==> config.mk <==
export PLATFORM = sky130hd
export DESIGN_NAME = aux_uart_boot_loader_flat
export DESIGN_NICKNAME = d
export VERILOG_FILES = /design/src/rtl/aux_boot_pkg.sv /design/src/rtl/aux_uart_boot_loader_if.sv /design/src/rtl/aux_uart_boot_loader_uart_rx_byte.sv /design/src/rtl/aux_uart_boot_loader.sv /design/src/flat_wrapper.sv
export SDC_FILE = /design/constraint.sdc
export NUM_CORES = 1
export LEC_CHECK = 0
export BUFFER_PORTS_ARGS = -buffer_cell sky130_fd_sc_hd__buf_2
export CORE_UTILIZATION = 40
export CTS_CLUSTER_DIAMETER = 30
export CTS_CLUSTER_SIZE = 14
export DETAILED_ROUTE_END_ITERATION = 7
export PLACE_DENSITY_LB_ADDON = 0.25
export SLEW_MARGIN = 5
export SYNTH_ARGS = -nofsm -noshare
export SYNTH_HDL_FRONTEND = slang
export SYNTH_SLANG_ARGS = --single-unit
==> constraint.sdc <==
create_clock -name clk -period 4.1 [get_ports clk]
set_input_delay 0.41 -clock clk [delete_from_list [all_inputs] [get_ports clk]]
set_output_delay 0.41 -clock clk [all_outputs]
set_load 0.02 [all_outputs]
==> src/rtl/aux_boot_pkg.sv <==
// Shared types and helpers for the auxiliary UART boot loader.
//   rx_state_t   : receiver FSM states
//   byte_t/word_t: received byte and assembled 32-bit program word
//   clks_per_bit : clock cycles per UART bit for a given clock/baud pair
package aux_boot_pkg;

    typedef enum logic [1:0] {IDLE, START, DATA, STOP} rx_state_t;

    typedef logic [7:0]  byte_t;
    typedef logic [31:0] word_t;

    function automatic int unsigned clks_per_bit(int unsigned freq, int unsigned baud);
        return freq / baud;
    endfunction

endpackage

==> src/rtl/aux_uart_boot_loader_if.sv <==
// Program-memory write port driven by the boot loader.
//   mem_we    : 1-cycle write strobe
//   mem_addr  : word address, valid with mem_we, held otherwise
//   mem_wdata : write data, valid with mem_we, held otherwise
// master = loader side (drives), slave = memory side (receives).
interface aux_uart_boot_loader_if
    import aux_boot_pkg::*;
#(
    parameter int unsigned ADDR_WIDTH = 12
);
    logic                  mem_we;
    logic [ADDR_WIDTH-1:0] mem_addr;
    word_t                 mem_wdata;

    modport master (output mem_we, output mem_addr, output mem_wdata);
    modport slave  (input  mem_we, input  mem_addr, input  mem_wdata);
endinterface

==> src/rtl/aux_uart_boot_loader_uart_rx_byte.sv <==
// 8N1 UART byte receiver, LSB first, with 2-flop input synchronizer.
//   clk, resetb : clock, synchronous active-low reset
//   en          : start edges are accepted only while high
//   rx          : asynchronous RX line, idle high
//   byte_valid  : 1-cycle pulse, byte_data holds the received byte
//   byte_data   : last shifted-in byte
//   frame_err   : 1-cycle pulse when the stop bit is sampled low (byte dropped)
//   start_edge  : 1-cycle pulse when a start edge is accepted in IDLE
//   idle        : receiver FSM is in IDLE
module uart_rx_byte
    import aux_boot_pkg::*;
#(
    parameter int unsigned CLKS_PER_BIT = 8
) (
    input  logic  clk,
    input  logic  resetb,
    input  logic  en,
    input  logic  rx,
    output logic  byte_valid,
    output byte_t byte_data,
    output logic  frame_err,
    output logic  start_edge,
    output logic  idle
);

    localparam int unsigned    CntW    = $clog2(CLKS_PER_BIT);
    localparam logic [CntW-1:0] CntFull = CntW'(CLKS_PER_BIT - 1);
    localparam logic [CntW-1:0] CntHalf = CntW'(CLKS_PER_BIT / 2 - 1);

    logic            rx_meta_q, rx_sync_q;
    rx_state_t       state_q, state_d;
    logic [CntW-1:0] cnt_q, cnt_d;
    logic [2:0]      bit_idx_q, bit_idx_d;
    byte_t           shift_q, shift_d;

    always_ff @(posedge clk) begin
        if (!resetb) begin
            rx_meta_q <= 1'b1;
            rx_sync_q <= 1'b1;
            state_q   <= IDLE;
            cnt_q     <= '0;
            bit_idx_q <= '0;
            shift_q   <= '0;
        end else begin
            rx_meta_q <= rx;
            rx_sync_q <= rx_meta_q;
            state_q   <= state_d;
            cnt_q     <= cnt_d;
            bit_idx_q <= bit_idx_d;
            shift_q   <= shift_d;
        end
    end

    always_comb begin
        state_d    = state_q;
        cnt_d      = cnt_q + 1'b1;
        bit_idx_d  = bit_idx_q;
        shift_d    = shift_q;
        byte_valid = 1'b0;
        frame_err  = 1'b0;
        start_edge = 1'b0;
        idle       = (state_q == IDLE);

        case (state_q)
            IDLE: begin
                cnt_d = '0;
                if (en && !rx_sync_q) begin
                    start_edge = 1'b1;
                    state_d    = START;
                end
            end
            START: begin
                // Mid start bit: a line back high means a glitch, not a frame.
                if (cnt_q == CntHalf) begin
                    cnt_d     = '0;
                    bit_idx_d = '0;
                    state_d   = rx_sync_q ? IDLE : DATA;
                end
            end
            DATA: begin
                if (cnt_q == CntFull) begin
                    cnt_d     = '0;
                    shift_d   = {rx_sync_q, shift_q[7:1]};
                    bit_idx_d = bit_idx_q + 3'd1;
                    if (bit_idx_q == 3'd7) begin
                        state_d = STOP;
                    end
                end
            end
            STOP: begin
                if (cnt_q == CntFull) begin
                    cnt_d = '0;
                    if (rx_sync_q) begin
                        byte_valid = 1'b1;
                    end else begin
                        frame_err = 1'b1;
                    end
                    state_d = IDLE;
                end
            end
            default: state_d = IDLE;
        endcase
    end

    assign byte_data = shift_q;

endmodule

==> src/rtl/aux_uart_boot_loader.sv <==
// Auxiliary UART boot loader: receives a program image (8N1, LSB first) and writes it as
// little-endian 32-bit words into program memory from word address 0, holding the core in
// reset (boot_busy) until an idle timeout ends the load.
//   clk, resetb  : clock, synchronous active-low reset
//   enable       : sampled in the first cycle after reset; 0 bypasses the loader
//   aux_uart_rx  : asynchronous UART RX line, idle high
//   boot_busy    : high while loading
//   boot_done    : sticky, load ended by timeout
//   err_frame    : sticky, a stop bit was sampled low
//   err_partial  : sticky, timeout hit with an unfinished word
//   err_wrap     : sticky, word address wrapped to 0
//   mem          : memory write port (master)
module aux_uart_boot_loader
    import aux_boot_pkg::*;
#(
    parameter int unsigned CLK_FREQUENCY = 50_000_000,
    parameter int unsigned BAUD_RATE     = 115_200,
    parameter int unsigned ADDR_WIDTH    = 12,
    parameter int unsigned TIMEOUT_BITS  = 1024
) (
    input  logic                    clk,
    input  logic                    resetb,
    input  logic                    enable,
    input  logic                    aux_uart_rx,
    output logic                    boot_busy,
    output logic                    boot_done,
    output logic                    err_frame,
    output logic                    err_partial,
    output logic                    err_wrap,
    aux_uart_boot_loader_if.master  mem
);

    localparam int unsigned     CPB      = clks_per_bit(CLK_FREQUENCY, BAUD_RATE);
    localparam int unsigned     TmoLimit = TIMEOUT_BITS * CPB;
    localparam int unsigned     TmoW     = $clog2(TmoLimit + 1);
    localparam logic [TmoW-1:0] TmoLast  = TmoW'(TmoLimit - 1);

    logic  rx_valid, rx_ferr, rx_start, rx_idle, rx_en;
    byte_t rx_byte;

    logic                  sampled_q, sampled_d;
    logic                  busy_q, busy_d;
    logic                  done_q, done_d;
    logic                  tmo_armed_q, tmo_armed_d;
    logic [TmoW-1:0]       tmo_cnt_q, tmo_cnt_d;
    logic [1:0]            byte_cnt_q, byte_cnt_d;
    word_t                 word_q, word_d;
    logic [ADDR_WIDTH-1:0] addr_q, addr_d;
    logic                  we_q, we_d;
    logic [ADDR_WIDTH-1:0] waddr_q, waddr_d;
    word_t                 wdata_q, wdata_d;
    logic                  err_frame_q, err_frame_d;
    logic                  err_partial_q, err_partial_d;
    logic                  err_wrap_q, err_wrap_d;

    // Receiver runs only once enable has been sampled and the load is still in progress.
    assign rx_en = busy_q && sampled_q;

    uart_rx_byte #(
        .CLKS_PER_BIT (CPB)
    ) u_rx (
        .clk        (clk),
        .resetb     (resetb),
        .en         (rx_en),
        .rx         (aux_uart_rx),
        .byte_valid (rx_valid),
        .byte_data  (rx_byte),
        .frame_err  (rx_ferr),
        .start_edge (rx_start),
        .idle       (rx_idle)
    );

    always_ff @(posedge clk) begin
        if (!resetb) begin
            sampled_q     <= 1'b0;
            busy_q        <= enable;
            done_q        <= 1'b0;
            tmo_armed_q   <= 1'b0;
            tmo_cnt_q     <= '0;
            byte_cnt_q    <= '0;
            word_q        <= '0;
            addr_q        <= '0;
            we_q          <= 1'b0;
            waddr_q       <= '0;
            wdata_q       <= '0;
            err_frame_q   <= 1'b0;
            err_partial_q <= 1'b0;
            err_wrap_q    <= 1'b0;
        end else begin
            sampled_q     <= sampled_d;
            busy_q        <= busy_d;
            done_q        <= done_d;
            tmo_armed_q   <= tmo_armed_d;
            tmo_cnt_q     <= tmo_cnt_d;
            byte_cnt_q    <= byte_cnt_d;
            word_q        <= word_d;
            addr_q        <= addr_d;
            we_q          <= we_d;
            waddr_q       <= waddr_d;
            wdata_q       <= wdata_d;
            err_frame_q   <= err_frame_d;
            err_partial_q <= err_partial_d;
            err_wrap_q    <= err_wrap_d;
        end
    end

    always_comb begin
        sampled_d     = 1'b1;
        busy_d        = busy_q;
        done_d        = done_q;
        tmo_armed_d   = tmo_armed_q;
        tmo_cnt_d     = tmo_cnt_q;
        byte_cnt_d    = byte_cnt_q;
        word_d        = word_q;
        addr_d        = addr_q;
        we_d          = 1'b0;
        waddr_d       = waddr_q;
        wdata_d       = wdata_q;
        err_frame_d   = err_frame_q;
        err_partial_d = err_partial_q;
        err_wrap_d    = err_wrap_q;

        if (!sampled_q) begin
            busy_d = enable;
        end

        // Word assembly: byte k lands in bits [8k+7:8k]; the 4th byte issues the write.
        if (rx_valid) begin
            word_d[{byte_cnt_q, 3'b000} +: 8] = rx_byte;
            byte_cnt_d  = byte_cnt_q + 2'd1;
            tmo_armed_d = 1'b1;
            if (byte_cnt_q == 2'd3) begin
                we_d    = 1'b1;
                waddr_d = addr_q;
                wdata_d = word_d;
                addr_d  = addr_q + 1'b1;
                if (addr_q == '1) begin
                    err_wrap_d = 1'b1;
                end
            end
        end

        if (rx_ferr) begin
            err_frame_d = 1'b1;
            tmo_armed_d = 1'b1;
        end

        // Idle timeout; a start edge in the same cycle takes priority and clears it.
        if (rx_start) begin
            tmo_cnt_d = '0;
        end else if (tmo_armed_q && rx_idle && rx_en) begin
            if (tmo_cnt_q == TmoLast) begin
                busy_d     = 1'b0;
                done_d     = 1'b1;
                tmo_cnt_d  = '0;
                byte_cnt_d = '0;
                if (byte_cnt_q != 2'd0) begin
                    err_partial_d = 1'b1;
                end
            end else begin
                tmo_cnt_d = tmo_cnt_q + 1'b1;
            end
        end
    end

    assign boot_busy     = busy_q;
    assign boot_done     = done_q;
    assign err_frame     = err_frame_q;
    assign err_partial   = err_partial_q;
    assign err_wrap      = err_wrap_q;
    assign mem.mem_we    = we_q;
    assign mem.mem_addr  = waddr_q;
    assign mem.mem_wdata = wdata_q;

endmodule

==> src/flat_wrapper.sv <==
// flat-port wrapper written by rule: the top's interface ports become plain ports
module aux_uart_boot_loader_flat import aux_boot_pkg::*;
#(
    parameter int unsigned CLK_FREQUENCY = 50_000_000,
    parameter int unsigned BAUD_RATE     = 115_200,
    parameter int unsigned ADDR_WIDTH    = 12,
    parameter int unsigned TIMEOUT_BITS  = 1024
)
  (clk, resetb, enable, aux_uart_rx, boot_busy, boot_done, err_frame, err_partial, err_wrap, mem_mem_we, mem_mem_addr, mem_mem_wdata);
  aux_uart_boot_loader_if #(.ADDR_WIDTH(ADDR_WIDTH)) mem_i ();
  input  logic clk;
  input  logic resetb;
  input  logic enable;
  input  logic aux_uart_rx;
  output logic boot_busy;
  output logic boot_done;
  output logic err_frame;
  output logic err_partial;
  output logic err_wrap;
  output wire logic [$bits(mem_i.mem_we)-1:0] mem_mem_we;
  output wire logic [$bits(mem_i.mem_addr)-1:0] mem_mem_addr;
  output wire logic [$bits(mem_i.mem_wdata)-1:0] mem_mem_wdata;
  assign mem_mem_we = mem_i.mem_we;
  assign mem_mem_addr = mem_i.mem_addr;
  assign mem_mem_wdata = mem_i.mem_wdata;
  aux_uart_boot_loader #(.CLK_FREQUENCY(CLK_FREQUENCY), .BAUD_RATE(BAUD_RATE), .ADDR_WIDTH(ADDR_WIDTH), .TIMEOUT_BITS(TIMEOUT_BITS)) u_core (.clk(clk), .resetb(resetb), .enable(enable), .aux_uart_rx(aux_uart_rx), .boot_busy(boot_busy), .boot_done(boot_done), .err_frame(err_frame), .err_partial(err_partial), .err_wrap(err_wrap), .mem(mem_i));
endmodule
==> key figures <==
Final layout
  • Area delta synth->final: 17.5%
  • Layout cells sized above 1: 14.1%
  • Nets@finish: 719
  • Diodes inserted: 0

Clocking
  • Root buffer cell: clkbuf_16
  • Clock transition at the registers of the reported paths: around 0.060 ns
  • Post_cts resized: 0
  • # hold bufs at CTS: 0
  • Clock tree sinks: ~140
  • Clk buf depth: 2
  • Clk_lat worst skew: about 0.42 ns
  • Post-CTS setup buffers: 0
  • CTS buffer count: 17
  • CTS tree: yes
  • H-tree depth: 4

Timing
  • Worst Tran Pin Value: 0.874 ns
  • RSZ-0062 raised after global routing: no
  • Final hold vios: 0
  • Worst Skew: approximately 0.0067 ns
  • Rel. slew slack: between 40% and 50%
  • Setup_tns: 0 ns
  • Period utilization: 58.0%
  • Fmax: 0.421 GHz
  • Max-slew violations: 0
  • Final setup vio count: 0
  • Min cycle time layout: 2.38 ns

Pwr
  • Leakage: between 2 and 2.5 nW
  • VDD IR-drop max: 0.283 mV
  • Tot Pwr: between 3 and 4 mW
  • Pwr dens: 435 nW/um2

Route
  • Drt wl/cell: 14.4 um
  • DR iter-0 viols: slightly above 300
  • Final wirelength: 12900 um
  • Antenna-violating nets left: 0
  • DRC violations left: 0
  • Vias per cell: 5.41
  • DR vias: 4843
  • Drt pass-1 iters: 5

Yosys
  • Synth Net Count: 678
  • Synth area leaders: dfxtp_1 48%, a211oi_1 8.2%, nor2_1 6.1%
  • Post-Syn Instances: between 600 and 700
  • Mapped cell area: 5880 um2
  • Synth area leader: dfxtp_1
  • Syn. warnings: 0
  • Post-synth EDFFs: 0
  • Ys flop type: dfxtp_1
  • Asr flop ratio synth: 0%
  • Yosys top cell area share: between 40% and 50%
  • Cell variety after synth: 48
  • Average size of a mapped cell: slightly below 9 um2
  • Flops & latches, synth: 141
  • Register area share after synthesis: ~48%

Floorplanning
  • IO Pins: 54
  • Die area: 15200 um2
  • Site Rows: 43
  • Die Ht: 123 um
  • Die Wd: 123 um
  • Initial core utilization: 41.7%
  • Core footprint: 14100 um2

Placed design
  • IO Port Bufs: 53
  • RD Place Congestion: 0.758
  • Hpwl dp: 8540 um

Critical path
  • R2r setup slk: 1.72 ns
  • CP endpoint kind: register
  • Arr. time, crit path: 2.72 ns
  • Reg2reg start: u_core.u_rx.cnt_q[0]
  • Crit path launch: u_core.u_rx.cnt_q[0]
  • Setup crit end: u_core.addr_q[11]
  • Crit path max fanout: 9
  • Slowest-stage cell, CP: or4_4
  • Startpoint class of the critical path: register
  • FF-to-FF End: u_core.addr_q[11]
  • Crit Path Category: register to register
  • R2R depth: 5
  • Cell Chain, Critical Path: ha_1 > nand4bb_1 > or4_4 > or4_1 > a21oi_1
  • Largest stage delay on the critical path: 0.66 ns
  • Critical path required time: 4.44 ns

Min path
  • Hold depth: 2
  • Hold Crit Class: input pin to register

Global route
  • Number of global-route vias before repair: 4429
  • Initial antenna violation count: 0
  • GR Overflow Total: 0
  • First-pass GRT wire length: 21600 um
  • Gr usage total: ~18%
  • Largest net degree at the start of global routing: 79

Run status
  • Status: completed

Run
  • Max Cap Viol: 0
-- worst max-delay path: cells and delay by family (launching register included) --
family,cells,cell delay (ns)
AOI/OAI and AO/OA,1,0.15
and+or+nand+nor,3,1.51
adders and majority gates,1,0.20
DFF,1,0.44
-- state kept, by name (all words and copies together), names as in the netlist, named ones only --
signal and flops:
u_core.mem.mem_wdata 32, u_core.word_q 32, u_core.tmo_cnt_q 19, u_core.addr_q 12
u_core.mem.mem_addr 12, u_core.u_rx.cnt_q 9, u_core.u_rx.byte_data 8, u_core.u_rx.bit_idx_q 3
u_core.byte_cnt_q 2, u_core.boot_busy 1, u_core.boot_done 1, u_core.err_frame 1
u_core.err_partial 1, u_core.err_wrap 1, u_core.mem.mem_we 1, u_core.sampled_q 1
u_core.tmo_armed_q 1, u_core.u_rx.rx_meta_q 1, u_core.u_rx.rx_sync_q 1, u_core.u_rx.state_q 1
-- logic make-up after synthesis --
kind of cell	Yosys count	share of synthesized area (%)
DFF	141	48.0
muxes	9	1.53
and+or+nand+nor	264	23.3
adders and majority gates	13	2.77
AOI/OAI and AO/OA	164	18.0
buffers and inverters	50	3.36
xor gates and xnor gates	20	2.98
-- final cells by class --
class,count,area [um2]
Clock buffer,22,484
Clock inverter,10,136
Fill cell,1346,7190
Inverter,11,41.3
Multi-Input combinational cell,470,2870
Sequential cell,141,2820
Tap cell,180,225
Timing Repair Buffer,61,325
-- metrics by stage --
| step | instances | utilization [%] | hold WS (ns) | instance area, um2 | setup slack [ns] |
|---|---|---|---|---|---|
| finish | 895 | 49.0 | 0.182 | 6900 | 1.72 |
| global route | 895 | 49.0 | 0.176 | 6900 | 1.51 |
| CTS | 895 | 49.0 | 0.166 | 6900 | 1.70 |
| detailed placement | 863 | 44.6 | 0.397 | 6280 | 1.71 |
| global placement | 863 | 44.6 | 0.399 | 6280 | 1.79 |
| floorplan | 661 | - | 0.386 | 5880 | 1.97 |
-- cells in the final DEF (no fill, tap or decap), types with 3 or more instances in the layout --
master / count
nand4_1: 15
nor3_1: 9
mux2i_1: 9
xor2_1: 13
xnor2_1: 7
nand2_1: 40
dfxtp_1: 141
clkinv_4: 3
clkbuf_16: 17
nor2b_1: 33
nand3_1: 18
nor2_1: 96
bufinv_16: 3
nor4bb_1: 3
clkinv_2: 4
clkbuf_8: 4
nor4_1: 4
a211oi_1: 64
or3_1: 8
o31ai_1: 9
or4_1: 10
a21oi_1: 65
ha_1: 13
and3_1: 3
inv_1: 10
and4_1: 6
o21ai_0: 10
nand2b_1: 4
o21a_1: 4
buf_4: 8
buf_2: 53
-- how the worst min path moves through the flow --
stage | slack [ns] | from | endpoint
finish | 0.18 | aux_uart_rx | u_core.u_rx.rx_meta_q
CTS | 0.17 | aux_uart_rx | u_core.u_rx.rx_meta_q
detailed placement | 0.40 | u_core.u_rx.rx_meta_q | u_core.u_rx.rx_sync_q
floorplan | 0.39 | u_core.u_rx.rx_meta_q | u_core.u_rx.rx_sync_q
global route | 0.18 | aux_uart_rx | u_core.u_rx.rx_meta_q
global placement | 0.40 | u_core.u_rx.rx_meta_q | u_core.u_rx.rx_sync_q
-- power breakdown --
group          leakage [nW]  switching (mW)  internal, mW
clock network         0.310           0.569          1.02
registers              1.14         0.00301          1.37
logic                  1.01          0.0295       0.00898
-- synthesized netlist by cell type, drive strengths merged, types with 4 or more instances --
| cell | instances |
|---|---|
| dfxtp | 141 |
| nor2 | 96 |
| a21oi | 65 |
| a211oi | 64 |
| nand2 | 40 |
| nor2b | 33 |
| clkbuf | 27 |
| nand3 | 18 |
| nand4 | 15 |
| ha | 13 |
| xor2 | 13 |
| buf | 12 |
| inv | 11 |
| o21ai | 11 |
| or4 | 11 |
| nor3 | 10 |
| mux2i | 9 |
| o31ai | 9 |
| or3 | 8 |
| xnor2 | 7 |
| and4 | 6 |
| nor4 | 5 |
| nand2b | 4 |
| o21a | 4 |
-- per-layer routing --
metal / global-route usage [%] / share of wire, % / vias up
met3: 3.78 / 3.7 / 13
met5: 0 / 0 / -
li1: - / - / 2463
met2: 28.5 / 47 / 81
met4: 7.91 / 1.2 / 0
met1: 24.2 / 48 / 2286
Power figures use the tool's default switching activity.
